[config.mk]
export PLATFORM = sky130hd
export DESIGN_NAME = serial_addsub_chunked
export DESIGN_NICKNAME = d
export VERILOG_FILES = /design/src/rtl/serial_arith_pkg.sv /design/src/rtl/addsub_slice.sv /design/src/rtl/serial_addsub_chunked.sv
export SDC_FILE = /design/constraint.sdc
export NUM_CORES = 1
export LEC_CHECK = 0
export CAP_MARGIN = 0
export CORE_MARGIN = 2
export CORE_UTILIZATION = 50
export CTS_CLUSTER_DIAMETER = 50
export DETAILED_ROUTE_END_ITERATION = 8
export PLACE_DENSITY = 0.81
export SYNTH_ARGS = -nofsm -noshare
export SYNTH_HDL_FRONTEND = slang
export SYNTH_HIERARCHICAL = 1
export SYNTH_SLANG_ARGS = --single-unit
[constraint.sdc]
create_clock -name clk -period 4.65 [get_ports clk]
set_input_delay 1.395 -clock clk [delete_from_list [all_inputs] [get_ports clk]]
set_output_delay 1.395 -clock clk [all_outputs]
set_load 0.05 [all_outputs]
[src/rtl/serial_arith_pkg.sv]
// Shared types and helpers for the serial arithmetic blocks.
// Holds the control state encoding and counter sizing.
package serial_arith_pkg;

  typedef enum logic {
    ST_IDLE = 1'b0,
    ST_RUN  = 1'b1
  } state_t;

  // Counter width: at least one bit even for a single chunk.
  function automatic int cnt_w(input int n);
    int w;
    w = $clog2(n);
    if (w < 1) w = 1;
    return w;
  endfunction

endpackage

[src/rtl/addsub_slice.sv]
// One chunk of a ripple add/subtract datapath.
// Exposes the carry into the top bit for overflow detection.
module addsub_slice #(
  parameter int W = 8
) (
  input  logic [W-1:0] a,
  input  logic [W-1:0] b,
  input  logic         cin,
  input  logic         inv,
  output logic [W-1:0] s,
  output logic         cout,
  output logic         cin_msb
);

  logic [W-1:0] bx;
  logic [W:0]   sum;

  // Invert b for subtraction; the +1 comes in via cin.
  always_comb begin
    bx      = b ^ {W{inv}};
    sum     = {1'b0, a} + {1'b0, bx} + {{W{1'b0}}, cin};
    s       = sum[W-1:0];
    cout    = sum[W];
    cin_msb = sum[W-1] ^ a[W-1] ^ bx[W-1];
  end

endmodule

[src/rtl/serial_addsub_chunked.sv]
// Chunk-serial add/sub for wide operands, LSB chunk first.
// Carry is held in a register across accepted beats.
module serial_addsub_chunked
  import serial_arith_pkg::*;
#(
  parameter int WORD_W  = 8,
  parameter int N_WORDS = 16
) (
  input  logic              clk,
  input  logic              rst,
  input  logic              start,
  input  logic              sub,
  input  logic              in_valid,
  output logic              in_ready,
  input  logic [WORD_W-1:0] a,
  input  logic [WORD_W-1:0] b,
  output logic [WORD_W-1:0] c,
  output logic              c_valid,
  output logic              c_last,
  output logic              carry_out,
  output logic              overflow
);

  localparam int CW = cnt_w(N_WORDS);
  localparam logic [CW-1:0] LAST_IDX = CW'(N_WORDS - 1);

  state_t        state;
  logic [CW-1:0] count;
  logic          carry;
  logic          mode;

  logic [WORD_W-1:0] s;
  logic              cout;
  logic              cin_msb;
  logic              last_beat;

  addsub_slice #(
    .W(WORD_W)
  ) u_slice (
    .a       (a),
    .b       (b),
    .cin     (carry),
    .inv     (mode),
    .s       (s),
    .cout    (cout),
    .cin_msb (cin_msb)
  );

  // Ready is a pure decode of the registered state.
  always_comb begin
    in_ready  = (state == ST_RUN);
    last_beat = (count == LAST_IDX);
  end

  // Control FSM, chunk counter, carry chain and output registers.
  always_ff @(posedge clk) begin
    if (!rst) begin
      state     <= ST_IDLE;
      count     <= '0;
      carry     <= 1'b0;
      mode      <= 1'b0;
      c         <= '0;
      c_valid   <= 1'b0;
      c_last    <= 1'b0;
      carry_out <= 1'b0;
      overflow  <= 1'b0;
    end else begin
      c_valid <= 1'b0;
      c_last  <= 1'b0;
      unique case (state)
        ST_IDLE: begin
          if (start) begin
            mode      <= sub;
            carry     <= sub;
            count     <= '0;
            carry_out <= 1'b0;
            overflow  <= 1'b0;
            state     <= ST_RUN;
          end
        end
        ST_RUN: begin
          if (in_valid) begin
            c       <= s;
            c_valid <= 1'b1;
            carry   <= cout;
            if (last_beat) begin
              c_last    <= 1'b1;
              carry_out <= cout;
              overflow  <= cin_msb ^ cout;
              count     <= '0;
              state     <= ST_IDLE;
            end else begin
              count <= count + CW'(1);
            end
          end
        end
        default: state <= ST_IDLE;
      endcase
    end
  end

endmodule

==> impl_metrics.env, run 1 <==
export IMPL_drt_vias_per_instance=5.52
export IMPL_r2r_end="overflow"
export IMPL_synthArstFlopShare_pct=0
export IMPL_h_tree_depth=1
export IMPL_cts_hold_buf=0
export IMPL_power_leakage_uw=0.000621
export IMPL_worst_clock_skew_ps=2.90
export IMPL_setup_ws_ps=783
export IMPL_cp_required_ps=4880
export IMPL_area_growth_pct=32.0
export IMPL_grt_pass1_vias=1046
export IMPL_synthTopCellsByArea="dfxtp_1 (33%), ha_1 (8.6%), nand2_1 (7.4%)"
export IMPL_hold_path_end="c[7]"
export IMPL_synth_area_um2=1160
export IMPL_worst_path_buf_inv=1
export IMPL_layout_nets=205
export IMPL_clockBufferDepth=2
export IMPL_crit_family="adder cells"
export IMPL_yosys_warnings=6
export IMPL_drive_gt1_share_pct=3.47
export IMPL_diodes=0
export IMPL_slowest_delay_ps=430
export IMPL_cp_max_fo=3
export IMPL_synth_edff_count=0
export IMPL_dp_slack_ps=512
export IMPL_worstSetupPathType="input port to flop"
export IMPL_drtPass1Iterations=4
export IMPL_r2r_slack_ps=1620
export IMPL_post_route_drc_count=0
export IMPL_ys_seq_elements=19
export IMPL_grt_max_degree=15
export IMPL_synth_cell_type_count=34
export IMPL_io_pins=34
export IMPL_gp_congestion=0.824
export IMPL_cts_root_buf="clkbuf_4"
export IMPL_synthFlopType="dfxtp_1"
export IMPL_vias=1109
export IMPL_finalPower_uw=423
export IMPL_worstHoldPathType="flop to flop"
export IMPL_drtIter0Drc=26
export IMPL_arrival_ps=4100
export IMPL_setup_violations=0
export IMPL_run_status="complete, no violations"
export IMPL_min_period_over_period_pct=83.2
export IMPL_tns_ps=0
export IMPL_die_y_um=52.2
export IMPL_synth_avg_cell_area_um2=8.30
export IMPL_cts_buffers=3
export IMPL_nFillCells=192
export IMPL_r2r_start="mode"
export IMPL_synth_seq_area_share_pct=32.7
export IMPL_grt_antenna_before_repair=0
export IMPL_postCtsResizedCells=0
export IMPL_yosysTopAreaCell="dfxtp_1"
export IMPL_drv_slew=0
export IMPL_drv_cap=0
export IMPL_drt_wl_total_mm=2.63
export IMPL_power_density_nw_per_um2=276
export IMPL_die_w_um=52.2
export IMPL_vdd_drop_max_mv=0.203
export IMPL_rsz0062_at_grt="no"
export IMPL_worstHoldPathCells=2
export IMPL_syn_inst=140
export IMPL_post_route_min_period_ps=3870
export IMPL_grtUsageTotal_pct=21.8
export IMPL_ff2ff_path_depth=11
export IMPL_dp_hpwl_mm=2.05
export IMPL_grt_pass1_wl_mm=4.41
export IMPL_crit_path_end_kind="flop"
export IMPL_cts_num_sinks=19
export IMPL_dieArea_um2=2730
export IMPL_cp_start_kind="input port"
export IMPL_clk_latency_ps=300
export IMPL_cpMaxStageDelayCell="fa_1"
export IMPL_cts_tree="done"
export IMPL_ant_nets=0
export IMPL_worstHoldStart="c[7]"
export IMPL_cts_setup_buffers=0
export IMPL_finalHoldViolCount=0
export IMPL_syn_nets=171
export IMPL_clk_pin_slew_ps=110
export IMPL_io_buffers=33
export IMPL_start_util_pct=52.5
export IMPL_coreArea_um2=2210
export IMPL_synth_top_area_share_pct=32.7
export IMPL_wire_per_inst_um=13.1
export IMPL_grt_overflow=0
export IMPL_path_cells="clkdlybuf4s50_1 -> xnor2_1 -> fa_1 -> fa_1 -> nor2b_1 -> o21ai_0 -> nand2b_1 -> a31oi_1 -> o21ai_0 -> xor2_1 -> nand4_1 -> a31oi_1"
export IMPL_tightest_slew_ps=511
export IMPL_final_util_pct=69.3
export IMPL_max_slew_margin_rel_pct=65.9
export IMPL_fmax_mhz=259
export IMPL_rows=17
[power breakdown]
group / internal [uW] / switching (uW) / total [uW] / leakage [uW]
combinational: 72.3 / 85.9 / 158 / 0.000448
clock: 32.1 / 53.3 / 85.3 / 0.0000177
sequential: 171 / 8.45 / 179 / 0.000155
total: 275 / 148 / 423 / 0.000621
[flip-flops by register name, summed over array words and instances (netlist names)]
name       cells
c              8
c_last         1
c_valid        1
carry          1
carry_out      1
count          4
in_ready       1
mode           1
overflow       1
[cells in the mapped netlist, drive strengths merged, types with 3 or more instances]
cell / count
nand2: 24
xor2: 9
inv: 8
xnor2: 7
nand3: 4
ha: 8
dfxtp: 19
buf: 3
mux2i: 3
o21ai: 6
nor2: 7
a21oi: 15
nand2b: 3
a31oi: 3
[worst reg2reg max path: stages (launching register included)]
cell	delay [ps]
dfxtp_1	650
xnor2_1	170
fa_1	430
fa_1	420
nor2b_1	130
o21ai_0	110
nand2b_1	130
a31oi_1	120
o21ai_0	330
xor2_1	180
nand4_1	100
a31oi_1	190
[cells in the final DEF, fill, tap and decap left out]
master           instances
nand2b_1                 3
o21ai_0                  5
clkdlybuf4s50_1         33
a21o_1                   1
nand2_4                  1
a211oi_1                 2
a31oi_1                  3
dfxtp_1                 19
fa_1                     2
a2111o_1                 1
mux2i_1                  3
xor2_1                   9
and2_1                   1
ha_1                     8
nand2_1                 23
nand4_1                  2
a21oi_1                 15
o32ai_1                  1
a22oi_1                  1
nor3_1                   1
and3_1                   1
clkbuf_4                 3
mux2_2                   1
or3_1                    1
clkinv_2                 1
o211ai_1                 1
o21ai_1                  1
nor2b_1                  2
xnor2_1                  7
o21a_1                   1
inv_1                    8
o2bb2ai_1                1
nor2_1                   7
nand3_1                  4
[logic make-up (layout without fill, tap and decap cells)]
group	count (synthesis)	after routing	share of synthesized area [%]
buffers and inverters	12	45	4.41
xor gates and xnor gates	16	16	12.1
adders and majority gates	10	10	12.1
muxes	4	4	3.55
and+or+nand+nor	46	46	18.2
AOI/OAI and AO/OA	33	33	17.0
DFF	19	19	32.7
[stage by stage]
stage	std cells	hold WS, ps	cell area [um^2]
floorplan	140	455	1160
global placement	197	446	1510
detailed placement	197	454	1510
CTS	201	472	1530
global route	201	487	1530
finish	201	468	1530
[routing by layer]
layer / global-route usage, % / routed length [um]
met1: 25.6 / 1070
met2: 40.1 / 1400
met3: 1.71 / 121
met4: 9.40 / 42
met5: 0 / 0
[worst max-delay path by stage]
stage          start  cells past startpoint  slack (ps)        to
6_report        b[0]                     12         780  overflow
5_1_grt         b[0]                     12         590  overflow
4_1_cts         b[0]                     12         820  overflow
3_5_place_dp    a[0]                     12         510  overflow
3_3_place_gp    b[0]                     12         620  overflow
2_1_floorplan   b[0]                     11        1200  overflow
[layout make-up]
cell class                      instances  area [um^2]  area share, %
Clock buffer                            3         22.5           1.47
Clock inverter                          1         5.00          0.326
Tap cell                               28         35.0           2.28
Timing Repair Buffer                   33          330           21.5
Inverter                                8         30.0           1.96
Multi-Input combinational cell        109          731           47.6
Sequential cell                        19          380           24.8
(Power assumes the default switching activity.)
==> run 2, diff against run 1 <==
--- a/config.mk
+++ b/config.mk
@@ -7,10 +7,10 @@
 export LEC_CHECK = 0
 export CAP_MARGIN = 0
 export CORE_MARGIN = 2
-export CORE_UTILIZATION = 50
+export CORE_UTILIZATION = 42
 export CTS_CLUSTER_DIAMETER = 50
 export DETAILED_ROUTE_END_ITERATION = 8
-export PLACE_DENSITY = 0.81
+export PLACE_DENSITY = 0.72
 export SYNTH_ARGS = -nofsm -noshare
 export SYNTH_HDL_FRONTEND = slang
 export SYNTH_HIERARCHICAL = 1
==> constraint.sdc (replaced) <==
create_clock -name clk -period 3.4 [get_ports clk]
set_input_delay 1.02 -clock clk [delete_from_list [all_inputs] [get_ports clk]]
set_output_delay 1.02 -clock clk [all_outputs]
set_load 0.05 [all_outputs]
==> run 2 against run 1 <==
Net effect:
- sequential power up 35%
- clock power up 42%
- worst hold slack worse by 4.0 ps
- register-to-register slack worse by 770 ps
- via count down 2.4%
- worst setup slack worse by 570 ps
- core utilization down 10 points
- total power up 41%
- final area up 3.4%
- count of clock-buffer cells in the layout unchanged
- sequential share of layout area down 0.82 points
==> impl_metrics.env, run 2 (same netlist as run 1, synthesis figures left out) <==
export IMPL_run_status="complete, no violations"
export IMPL_clk_latency_ps=310
export IMPL_grt_pass1_vias=1065
export IMPL_drv_slew=0
export IMPL_grtUsageTotal_pct=17.1
export IMPL_crit_start="b[0]"
export IMPL_r2r_end="overflow"
export IMPL_place_area_um2=1540
export IMPL_worst_path_buf_inv=2
export IMPL_vias=1082
export IMPL_coreArea_um2=2690
export IMPL_cts_tree="done"
export IMPL_grt_overflow=0
export IMPL_io_pins=34
export IMPL_regArea_um2=380
export IMPL_clockBufferDepth=2
export IMPL_worstSetupPathType="input port to flop"
export IMPL_worstHoldPathCells=2
export IMPL_dieArea_um2=3200
export IMPL_drtPass1Iterations=4
export IMPL_die_y_um=56.6
export IMPL_layout_commonest_cell="clkdlybuf4s50_1"
export IMPL_wire_per_inst_um=12.1
export IMPL_worst_clock_skew_ps=2.79
export IMPL_drive_gt1_share_pct=7.91
export IMPL_cp_required_ps=3640
export IMPL_diodes=0
export IMPL_wl_met2_mm=1.22
export IMPL_most_common_layout_cells="clkdlybuf4s50_1 (33), nand2_1 (23), dfxtp_1 (19), a21oi_1 (15)"
export IMPL_finalHoldViolCount=0
export IMPL_worst_path_stages=13
export IMPL_power_density_nw_per_um2=377
export IMPL_start_util_pct=43.3
export IMPL_grt_antenna_before_repair=0
export IMPL_drt_wl_total_mm=2.53
export IMPL_vdd_drop_max_mv=0.269
export IMPL_die_w_um=56.6
export IMPL_ff2ff_path_depth=13
export IMPL_h_tree_depth=1
export IMPL_tightest_slew_ps=500
export IMPL_cp_start_kind="input port"
export IMPL_nFillCells=260
export IMPL_post_route_drc_count=0
export IMPL_clk_pin_slew_ps=110
export IMPL_grt_pass1_wl_mm=4.40
export IMPL_cpMaxStageDelayCell="clkdlybuf4s50_1"
export IMPL_cts_hold_buf=0
export IMPL_r2r_slack_ps=850
export IMPL_cts_buffers=3
export IMPL_min_period_over_period_pct=93.9
export IMPL_path_common_cell="fa_2"
export IMPL_setup_violations=0
export IMPL_highest_layer="met4"
export IMPL_ant_nets=0
export IMPL_cts_num_sinks=19
export IMPL_m1WireLength_mm=1.13
export IMPL_r2r_start="mode"
export IMPL_cp_max_fo=3
export IMPL_top_register="c"
export IMPL_largest_reg_flops=8
export IMPL_area_growth_pct=36.5
export IMPL_fin_area_um2=1590
export IMPL_gp_congestion=0.877
export IMPL_dp_slack_ps=-265
export IMPL_drv_cap=0
export IMPL_layout_nets=209
export IMPL_arrival_ps=3430
export IMPL_post_route_min_period_ps=3190
export IMPL_fmax_mhz=313
export IMPL_multiInputGateArea_um2=749
export IMPL_cts_root_buf="clkbuf_4"
export IMPL_dp_hpwl_mm=1.90
export IMPL_setup_ws_ps=208
export IMPL_rows=19
export IMPL_grt_max_degree=15
export IMPL_postCtsResizedCells=0
export IMPL_whs_ps=464
export IMPL_power_leakage_uw=0.000641
export IMPL_drt_vias_per_instance=5.20
export IMPL_io_buffers=33
export IMPL_crit_family="adder cells"
export IMPL_max_slew_margin_rel_pct=66.6
export IMPL_drtIter0Drc=21
export IMPL_slowest_delay_ps=420
export IMPL_worstHoldPathType="flop to flop"
export IMPL_crit_path_end_kind="flop"
export IMPL_reg_top3="c: 8 flops, count: 4 flops"
export IMPL_endpoint="overflow"
export IMPL_path_cells="clkdlybuf4s50_1 -> xnor2_1 -> fa_2 -> fa_2 -> nor2b_1 -> o21ai_0 -> nand2b_1 -> a31oi_2 -> o21ai_1 -> buf_4 -> xor2_2 -> nand4_1 -> a31oi_1"
export IMPL_tns_ps=0
export IMPL_routed_wl_met3_um=135
export IMPL_cts_setup_buffers=0
run 2: cell types whose count changed in the layout (fill, tap and decap cells not counted), sizes merged:
cell  delta
buf      +4
run 2: report_power, final:
part           leakage [uW]  switching [uW]  internal [uW]
combinational      0.000469             123            111
clock             0.0000177            77.0           43.9
sequential         0.000155            8.69            234
total              0.000641             209            389
run 2: layout make-up:
cell class,count,area share [%]
well taps,31,2.44
clock inverters,1,0.315
flip-flops and latches,19,24.0
inverters,8,1.89
clock buffers,3,1.42
repair buffers,37,22.7
multi-input cells,109,47.2
run 2: tightest hold or removal path: cells and delay by family (launching register included):
family	cells	cell delay, ps
compound gates	1	50
simple gates	1	50
flops	1	330
run 2: worst min-delay path by stage:
stage	endpoint	from	slack, ps
after CTS	c[2]	c[2]	470
after global routing	c[3]	c[3]	480
after global placement	c[0]	c[0]	450
after floorplan	mode	mode	450
final	c[6]	c[6]	460
after detailed placement	c[2]	c[2]	450
run 2: through the flow:
| step | util, % | instances | power (uW) |
|---|---|---|---|
| 6_report | 59.1 | 208 | 597 |
| 5_1_grt | 59.1 | 208 | 637 |
| 4_1_cts | 58.4 | 208 | 595 |
| 3_5_place_dp | 57.3 | 204 | 472 |
| 3_3_place_gp | 57.3 | 204 | 468 |
| 2_1_floorplan | - | 140 | 400 |
run 2: per-layer routing:
metal,up-vias,GRT usage (%)
li1,552,-
met1,488,21.5
met2,36,28.6
met3,6,2.30
met4,0,8.50
met5,-,0
